--- config.mk ---
export PLATFORM = sky130hd
export DESIGN_NAME = uart_frame_tx
export DESIGN_NICKNAME = d
export VERILOG_FILES = /design/src/rtl/uart_frame_pkg.sv /design/src/rtl/uart_bit_tick.sv /design/src/rtl/uart_frame_tx.sv
export SDC_FILE = /design/constraint.sdc
export NUM_CORES = 1
export LEC_CHECK = 0
export CORE_ASPECT_RATIO = 0.6
export CORE_MARGIN = 1.5
export CORE_UTILIZATION = 59
export CTS_CLUSTER_DIAMETER = 30
export DETAILED_ROUTE_END_ITERATION = 16
export PLACE_DENSITY_LB_ADDON = 0.25
export SYNTH_ARGS = -nofsm -noshare
export SYNTH_HDL_FRONTEND = slang
export SYNTH_SLANG_ARGS = --single-unit
--- constraint.sdc ---
create_clock -name clk -period 4.2 [get_ports clk]
set_input_delay 0.84 -clock clk [delete_from_list [all_inputs] [get_ports clk]]
set_output_delay 0.84 -clock clk [all_outputs]
set_load 0.005 [all_outputs]
--- src/rtl/uart_frame_pkg.sv ---
// uart_frame_pkg: shared state encoding, line levels and frame sizing for the serial transmitter.
package uart_frame_pkg;
    typedef enum logic [1:0] {IDLE = 2'd0, START = 2'd1, DATA = 2'd2, STOP = 2'd3} tx_state_t;
    localparam logic START_BIT = 1'b0;
    localparam logic STOP_BIT  = 1'b1;
    localparam logic LINE_IDLE = 1'b1;
    function automatic int FRAME_BITS(input int data_w);
        return data_w + 2;
    endfunction
endpackage

--- src/rtl/uart_bit_tick.sv ---
// uart_bit_tick: bit-period divider; tick marks the last clk of each bit period.
module uart_bit_tick #(
    parameter int CLKS_PER_BIT = 1
) (
    input  logic clk,
    input  logic reset_n,
    input  logic clear,
    output logic tick
);
    localparam int CW = CLKS_PER_BIT > 1 ? $clog2(CLKS_PER_BIT) : 1;
    if (CLKS_PER_BIT < 1) begin : g_bad_cpb
        $error("CLKS_PER_BIT must be at least 1");
    end
    logic [CW-1:0] cnt;
    assign tick = cnt == CW'(CLKS_PER_BIT - 1);
    always_ff @(posedge clk or negedge reset_n) begin
        if (!reset_n) cnt <= '0;
        else cnt <= (clear || tick) ? '0 : cnt + 1'b1;
    end
endmodule

--- src/rtl/uart_frame_tx.sv ---
// uart_frame_tx: start/data/stop serializer fed through a one-deep holding register.
module uart_frame_tx
    import uart_frame_pkg::*;
#(
    parameter int DATA_W       = 8,
    parameter int CLKS_PER_BIT = 1
) (
    input  logic              clk,
    input  logic              reset_n,
    input  logic [DATA_W-1:0] tx_data,
    input  logic              tx_valid,
    output logic              tx_ready,
    output logic              tx_serial,
    output logic              tx_busy,
    output logic              frame_done
);
    localparam int BW = $clog2(DATA_W) + 1;
    tx_state_t         state, state_n;
    logic [DATA_W-1:0] hold, shift, shift_n;
    logic [BW-1:0]     bit_idx, bit_idx_n;
    logic              hold_full, tick, accept, drain;
    assign tx_ready   = !hold_full;
    assign accept     = tx_valid && !hold_full;
    assign frame_done = (state == STOP) && tick;
    // a queued byte leaves the holding register from IDLE, or straight from the end of STOP
    assign drain      = hold_full && (state == IDLE || frame_done);
    uart_bit_tick #(.CLKS_PER_BIT(CLKS_PER_BIT)) u_tick (
        .clk    (clk),
        .reset_n(reset_n),
        .clear  (drain && state == IDLE),
        .tick   (tick)
    );
    always_comb begin
        state_n   = state;
        shift_n   = shift;
        bit_idx_n = bit_idx;
        if (drain) begin
            state_n = START;
            shift_n = hold;
        end else if (tick) begin
            case (state)
                START: begin
                    state_n   = DATA;
                    bit_idx_n = '0;
                end
                DATA: begin
                    shift_n   = shift >> 1;
                    bit_idx_n = bit_idx + 1'b1;
                    state_n   = bit_idx == BW'(DATA_W - 1) ? STOP : DATA;
                end
                STOP:    state_n = IDLE;
                default: state_n = state;
            endcase
        end
    end
    always_ff @(posedge clk or negedge reset_n) begin
        if (!reset_n) begin
            state     <= IDLE;
            shift     <= '0;
            bit_idx   <= '0;
            hold      <= '0;
            hold_full <= 1'b0;
            tx_serial <= LINE_IDLE;
            tx_busy   <= 1'b0;
        end else begin
            state     <= state_n;
            shift     <= shift_n;
            bit_idx   <= bit_idx_n;
            tx_busy   <= state_n != IDLE;
            tx_serial <= state_n == START ? START_BIT :
                         state_n == DATA  ? shift_n[0] :
                         state_n == STOP  ? STOP_BIT : LINE_IDLE;
            if (accept) begin
                hold      <= tx_data;
                hold_full <= 1'b1;
            end else if (drain) begin
                hold_full <= 1'b0;
            end
        end
    end
endmodule

Word-level counts from Yosys, hierarchy flattened:

Cells that the tools add are included.

* add/sub/neg operators: 2
* bitwise logic cells: 2
* multiplexer cells: 13
* reductions and logical operators: 14
* equal/unequal tests: 7

Operator list (count)
* $mux 8: 3
* $pmux 4 s2: 1
* $reduce_bool 2->1: 4
* $eq 2x2->1 const B: 3
* $mux 1: 6
* $pmux 2 s3: 1
* $add 4x1->4 const B: 1
* $eq 2x1->1 const B: 2
* $eq 4x3->1 const B: 1
* $logic_and 1x1->1: 4
* $mux 2: 2
* $reduce_and 3->1: 1
* $logic_not 2->1: 1
* $logic_or 1x1->1: 2
* $ne 2x2->1 const B: 1
* $not 1->1: 2
* $reduce_and 2->1: 1
* $add 1x1->1 const B: 1
* $logic_not 1->1: 1

* bits in registers: 26
* output and inout bits: 4
* bits of input ports: 11
* word-level logic and storage cells: 47

Depth between registers and ports, before layout:

Gate-level depths: netlist of run 1.

* word-level depth: 8
* mapped depth: 7
* gate-level depth less buffers: 5

Modules after synthesis:

Synthesis of run 1 repeated with hierarchy kept, for this count alone.

* cell total of the unflattened synthesis: 107
* area total of the unflattened synthesis: 1255.0 um^2

By module, submodules not included
* uart_frame_tx: area an instance 1222.4 um^2, times used 1, cells each 104, sequential area each 626.9 um^2
* uart_bit_tick: area an instance 32.5 um^2, times used 1, cells each 3, sequential area each 25.0 um^2

Least setup slack after synthesis of run 1:

No wires, ideal clock.

* kind: register to register
* start: reg state[0]
* end: reg shift[0]
* slack: 2598 ps
* period minus slack after synthesis: 1602 ps
* path buffers: 2
* cell stages (with the launch flop): 8
* arrival: 1477 ps
* data required time: 4075 ps
* setup time: 125 ps
* path through: dfrtp_1 > inv_1 > ha_1 > buf_6 > nand2b_4 > buf_6 > mux2_4 > mux2_4

* longest elaborated chain between the ends: 5
* elaborated cells between the ends (all ways): 9
* classes of those cells: eq/ne (2); mux (3); reduce/logical (4)

RTL lines
* start: declaration: RTL line uart_frame_tx.sv:18 `tx_state_t state, state_n;`
* start signal: assignment: RTL line uart_frame_tx.sv:66 `state <= state_n;`
* $eq 2x2->1: RTL line uart_frame_tx.sv:24 `assign frame_done = (state == STOP) && tick;`
* $logic_and 1x1->1: RTL line uart_frame_tx.sv:24
* $logic_or 1x1->1: RTL line uart_frame_tx.sv:26 `assign drain = hold_full && (state == IDLE || frame_done);`
* $logic_and 1x1->1: RTL line uart_frame_tx.sv:26
* $mux 8 *: RTL line uart_frame_tx.sv:37 `if (drain) begin`
* named net shift_n[0]: RTL line uart_frame_tx.sv:19 `logic [DATA_W-1:0] hold, shift, shift_n;`
* end signal: assignment: RTL line uart_frame_tx.sv:67 `shift <= shift_n;`
* end: declaration: RTL line uart_frame_tx.sv:19

Mark *: on every way through the listed nets, which the timed path passes. The rest lies on a longest branch. The select of a mux whose other input is x is not followed.
A chain may end at the register's enable or synchronous reset.

Worst setup path after layout of run 1:

* start: reg state[1]
* end: out frame_done

* longest elaborated chain between the ends: 2

RTL lines
* $eq 2x2->1: RTL line uart_frame_tx.sv:24
* $logic_and 1x1->1: RTL line uart_frame_tx.sv:24
* end: declaration: RTL line uart_frame_tx.sv:15 `output logic frame_done`

Every way passes these cells.

==> key figures, run 1 <==
Cells and area
  • Fillers: 154
  • N_diodes: 0
  • Final Cell Area: 1600 sq um
  • Share of cells above drive strength 1: 28.33%
  • Layout area overhead: 15.64%
  • NumNets Final: 137

Die
  • Die height: 40.52 microns
  • Initial Util: 63.02%
  • Core area: 2196 sq um
  • Rows: 13
  • Die area: 2655 sq um
  • Die Width: 65.52 microns
  • I/O pin count: 15

Setup path
  • Critical Path RT: 3360 ps
  • Critical-path cell list: ha_1 > nor2b_4 > clkdlybuf4s50_1
  • Max FO, Critical Path: 6
  • Crit path kind: reg -> out
  • CP arrival: 1710 ps
  • Crit. End Element: output pin
  • CP max stage cell: clkdlybuf4s50_1
  • Startpoint types: flop
  • CP max stage delay: 530 ps

Detailed routing
  • # DRC: 0
  • Pre-antenna DRT Iters: 4
  • Drt initial violations: 54
  • Vias/cell: 5.547
  • Vias post-DR: 832
  • Total Wirelength: 2.354 mm
  • Wire per inst: 15.69 microns
  • Antenna Nets Post-Route: 0

Placement
  • Placer Congestion: 0.7932
  • Post-DP Area: 1529 sq um
  • IO buf count: 14
  • HPWL Detailed: 1.668 mm

Global routing
  • Global-route wire length before repair: 3.553 mm
  • Largest net degree at the start of global routing: 27
  • Vias in the first global route: 727
  • Gr usage total: 19.55%
  • Initial antenna violation count: 0
  • Congestion Overflow GR: 0

Flow run
  • Total of max-cap violations: 0

Yosys
  • Post-Syn Instances: 106
  • Synthesized cell area: 1384 sq um
  • Asr flop ratio synth: 100.0%
  • Synthesized Nets: 122
  • FF+latch count, synth: 26
  • Share of the synthesized area in the top cell type: 45.21%
  • Number of synthesized flops with an enable pin: 0
  • Synth cell count leaders: dfrtp_1, mux2_4, o21ai_0, mux2_2, ha_1
  • Ys flop type: dfrtp_1
  • Count leader, synth: dfrtp_1
  • Yosys warns: 0
  • Area contributors post-synth: dfrtp_1, mux2_4, mux2_2
  • Syn_area_per_cell: 13.05 sq um
  • Yosys cell types: 33
  • Sequential area share after synthesis: 47.11%
  • Yosys top cell by area: dfrtp_1

CTS
  • CTS root buf: clkbuf_8
  • Clock Pin Slew Worst Setup and Hold Paths: 90 ps
  • Post CTS Setup Buffer Count: 0
  • Cts-stage hold buffer count: 0
  • Clk_lat worst skew: 270 ps
  • Post-cts sizing count: 0
  • CTS sink cnt: 26
  • Clock tree buffer depth: 2
  • H-tree levels: 1
  • Num CTS Buffers: 3
  • CTS tree: done

Power and ir drop
  • Leak: 0.0007314 uW
  • Pwr dens: 730.9 nW/um^2
  • VDD IR-drop max: 0.5224 mV
  • Total design power: 1170 uW

Timing
  • Final count of hold timing violations: 0
  • Final period util: 60.71%
  • Setup-failing EPs final: 0
  • Max-slew headroom: 53.44%
  • RSZ-0062 raised after global routing: false
  • Final Skew: 6.076 ps
  • Worst-Margin Slew: 697.0 ps
  • Max Freq: 392.2 MHz
  • Tmin final: 2550 ps
  • Fin Setup TNS: 0 ps
  • Slew Viols, Final: 0

Run status
  • Status: completed

Hold path
  • Tightest Hold Check Type: reg -> reg
-- layout by cell type (no fill, tap or decap) --
cell type        instances
a2111oi_2                1
a21oi_1                  2
buf_4                    1
bufinv_16                1
clkbuf_8                 3
clkdlybuf4s50_1         14
conb_1                   1
dfrtp_1                 25
dfstp_2                  1
ha_1                     5
inv_1                    3
mux2_1                   2
mux2_2                   7
mux2_4                  14
nand2_1                  4
nand2b_1                 2
nand2b_4                 2
nand3_1                  3
nand3b_1                 2
nand4b_2                 1
nor2_1                   3
nor2b_1                  2
nor2b_4                  1
nor4_1                   1
o211ai_1                 2
o21a_1                   2
o21ai_0                  8
o21ai_4                  1
o22ai_1                  1
o311ai_0                 1
o31a_1                   1
or2b_1                   2
or3b_2                   1
-- worst max-delay path, delay by kind of cell, from the launching register on --
kind                     cells  cell delay [ps]
adder cells (fa/ha/maj)      1              220
buffers and inverters        1              530
flip-flops                   1              470
AND/OR/NAND/NOR              1              220
-- layer usage --
layer  vias up  wire, microns  global-route usage, %
met3         2            123                  6.742
met5         -              0                      0
li1        402              -                      -
met1       406           1137                  26.75
met4         0             13                  4.688
met2        22           1080                  30.36
-- report_power, final --
group	internal, uW	switching [uW]	leakage [uW]
Sequential	366	78.6	0.000313
Clock	127	75.1	0.0000357
Combinational	314	208	0.000382
Total	808	361	0.000731
-- final timing paths --
check	endpoint	start	slack, ps	cells after the start
setup reg to reg	shift[0]$_DFF_PN0_	state[0]$_DFF_PN0_	2340	5
hold reg to reg	shift[3]$_DFFE_PN0P_	hold[3]$_DFFE_PN0P_	510	1
setup / recovery	frame_done	state[1]$_DFF_PN0_	1650	3
hold / removal	shift[3]$_DFFE_PN0P_	hold[3]$_DFFE_PN0P_	510	1
max in group asynchronous	tx_serial$_DFF_PN1_	reset_n	2970	2
min in group asynchronous	bit_idx[0]$_DFFE_PN0P_	reset_n	940	2
-- cell type report --
class | count | area [sq um] | area share, %
Timing Repair Buffer | 15 | 147.6 | 9.226
Clock inverter | 1 | 30.03 | 1.876
Sequential cell | 26 | 651.9 | 40.74
Tap cell | 30 | 37.54 | 2.346
Multi-Input combinational cell | 72 | 680.7 | 42.53
Clock buffer | 3 | 41.29 | 2.580
Inverter | 3 | 11.26 | 0.7037
-- logic make-up (layout without fill, tap and decap cells) --
group                    count (synthesis)  after routing  share of synthesized area [%]
flip-flops                              26             26                          47.11
AND/OR/NAND/NOR                         24             24                          12.11
multiplexers                            23             23                          22.51
AO/OA/AOI/OAI                           19             19                          9.765
buffers and inverters                    8             22                          3.706
adder cells (fa/ha/maj)                  5              5                          4.521
other                                    1              1                         0.2710
-- stage by stage --
stage	cells	utilization, %	hold WS, ps	worst slack [ps]
after floorplan	106	-	458.3	2598
after global placement	146	69.63	471.1	1799
after detailed placement	146	69.63	494.1	1766
after CTS	150	72.88	515.9	1642
after global routing	150	72.88	541.2	1581
final	150	72.88	512.2	1650
-- state kept, by name, summed over array words and instances (netlist names) --
name and cells:
bit_idx 4, hold 8, hold_full 1, shift 8, state 2, tx_busy 1
tx_serial 1, u_tick.cnt 1
Power figures use the tool's default switching activity.
==> run 2: changes to the inputs <==
CORE_UTILIZATION = 55   (was 59)
clock period = 2.5 ns   (was 4.2 ns; I/O delays follow)
==> key figures, run 2 (synthesis results as in run 1) <==
Run status
  • Status: completed

Timing
  • Final count of hold timing violations: 0 (unchanged)
  • Final Skew: 1.894 ps (-4.182 ps)
  • Setup-failing EPs final: 0 (unchanged)
  • Max Freq: 469.2 MHz
  • RSZ-0062 raised after global routing: false
  • Fin Setup TNS: 0 ps (unchanged)
  • Slew Viols, Final: 0 (unchanged)
  • Tmin final: 2131 ps
  • Final period util: 85.26%

Power and ir drop
  • Pwr dens: 1186 nW/um^2 (+62%)
  • Total design power: 1888 uW (+61%)
  • Leak: 0.0007296 uW (-0.24%)
  • VDD IR-drop max: 0.6376 mV (+22%)

Global routing
  • Gr usage total: 19.03% (-0.52 points)
  • Initial antenna violation count: 0 (unchanged)
  • Global-route wire length before repair: 3.939 mm (+11%)
  • Congestion Overflow GR: 0 (unchanged)
  • Largest net degree at the start of global routing: 27 (unchanged)
  • Vias in the first global route: 800 (+10%)

Setup path
  • Startpoint types: flop
  • CP arrival: 1630 ps (-80 ps)
  • Max FO, Critical Path: 6 (unchanged)
  • Crit. End Element: output pin
  • Critical Path RT: 2000 ps (-1360 ps)
  • Crit path kind: reg -> out

Detailed routing
  • Wire per inst: 14.81 microns (-5.6%)
  • # DRC: 0 (unchanged)
  • Drt initial violations: 88 (+63%)
  • Vias post-DR: 856 (+2.9%)
  • Vias/cell: 5.669 (+2.2%)
  • Antenna Nets Post-Route: 0 (unchanged)
  • Total Wirelength: 2.236 mm (-5.0%)
  • Pre-antenna DRT Iters: 4 (unchanged)

Cells and area
  • Share of cells above drive strength 1: 28.93% (+0.59 points)
  • Fillers: 162 (+5.2%)
  • N_diodes: 0 (unchanged)
  • Most frequent cells in the layout: dfrtp_1, mux2_4, clkdlybuf4s50_1
  • Largest regs: hold x8, shift x8, bit_idx x4
  • Layout area overhead: 15.01%
  • Post-Layout Cell Count: 151 (+0.67%)
  • Commonest non-fill, non-tap cell in the layout: dfrtp_1
  • Final Cell Area: 1592 sq um (-0.55%)
  • NumNets Final: 138 (+0.73%)

CTS
  • Post CTS Setup Buffer Count: 0 (unchanged)
  • CTS sink cnt: 26 (unchanged)
  • H-tree levels: 1 (unchanged)
  • CTS root buf: clkbuf_8
  • Num CTS Buffers: 3 (unchanged)
  • Clock Pin Slew Worst Setup and Hold Paths: 80 ps (about the same)
  • Clk_lat worst skew: 260 ps (about the same)
  • Clock tree buffer depth: 2 (unchanged)
  • Post-cts sizing count: 0 (unchanged)
  • CTS tree: done
  • Cts-stage hold buffer count: 0 (unchanged)

Placement
  • Placer Congestion: 0.8351 (+5.3%)
  • HPWL Detailed: 1.676 mm (+0.46%)
  • Post-DP Area: 1536 sq um (+0.49%)
  • Cells after DPL: 147 (+0.68%)
  • IO buf count: 14 (unchanged)

Die
  • Initial Util: 60.77% (-2.3 points)
  • Core area: 2277 sq um (+3.7%)
  • Die height: 41.86 microns (+3.3%)
  • Rows: 13 (unchanged)
  • Die Width: 67.76 microns (+3.4%)
  • I/O pin count: 15 (unchanged)
  • Die area: 2836 sq um (+6.8%)

Hold path
  • Tightest Hold Check Type: reg -> reg

Flow run
  • Total of max-cap violations: 0 (unchanged)
run 2: changes by cell type in the layout (fill, tap and decap cells not counted), sizes merged:
cell and change:
bufinv -1, clkbuf +1, buf +1
run 2: final timing paths:
path	from	endpoint	depth (start not counted)	slack (ps)
max	state[1]$_DFF_PN0_	frame_done	3	370
min reg2reg	hold[7]$_DFFE_PN0P_	hold[7]$_DFFE_PN0P_	1	500
max in group asynchronous	reset_n	tx_serial$_DFF_PN1_	2	1620
min in group asynchronous	reset_n	u_tick.cnt$_DFF_PN0_	2	580
min	hold[7]$_DFFE_PN0P_	hold[7]$_DFFE_PN0P_	1	500
max reg2reg	state[0]$_DFF_PN0_	tx_serial$_DFF_PN1_	5	660
run 2: layout make-up:
| class | instances | area, sq um | share of cell area (%) |
|---|---|---|---|
| inverter | 3 | 11.26 | 0.7075 |
| tap | 30 | 37.54 | 2.358 |
| timing repair buffer | 16 | 155.1 | 9.748 |
| sequential | 26 | 651.9 | 40.96 |
| multi-input combinational | 72 | 680.7 | 42.77 |
| clock buffer | 4 | 55.05 | 3.459 |
run 2: report_power, final:
part           switching [uW]  internal, uW
Clock                     123           141
Combinational             349           533
Sequential                126           616
Total                     599          1290
run 2: worst max-delay path, stage by stage (launching register included):
cell and delay [ps]:
dfrtp_1 440, ha_1 200, nor2b_4 200, clkdlybuf4s50_1 530
run 2: stage by stage:
| stage | setup WS (ps) | hold slack [ps] | util, % |
|---|---|---|---|
| after floorplan | 898.3 | 204.4 | - |
| after global placement | 713.6 | 474.3 | 67.47 |
| after detailed placement | 663.2 | 486.1 | 67.47 |
| after CTS | 351.3 | 507.0 | 69.89 |
| after global routing | 298.1 | 521.9 | 69.89 |
| final | 368.6 | 500.1 | 69.89 |
run 2: routing by layer:
layer	share of wire, %	global-route usage (%)	up-vias
met1	49	28.92	427
met3	4.3	6.504	2
met5	0	0	-
met4	0.89	4.898	0
met2	46	25.69	23
li1	-	-	404
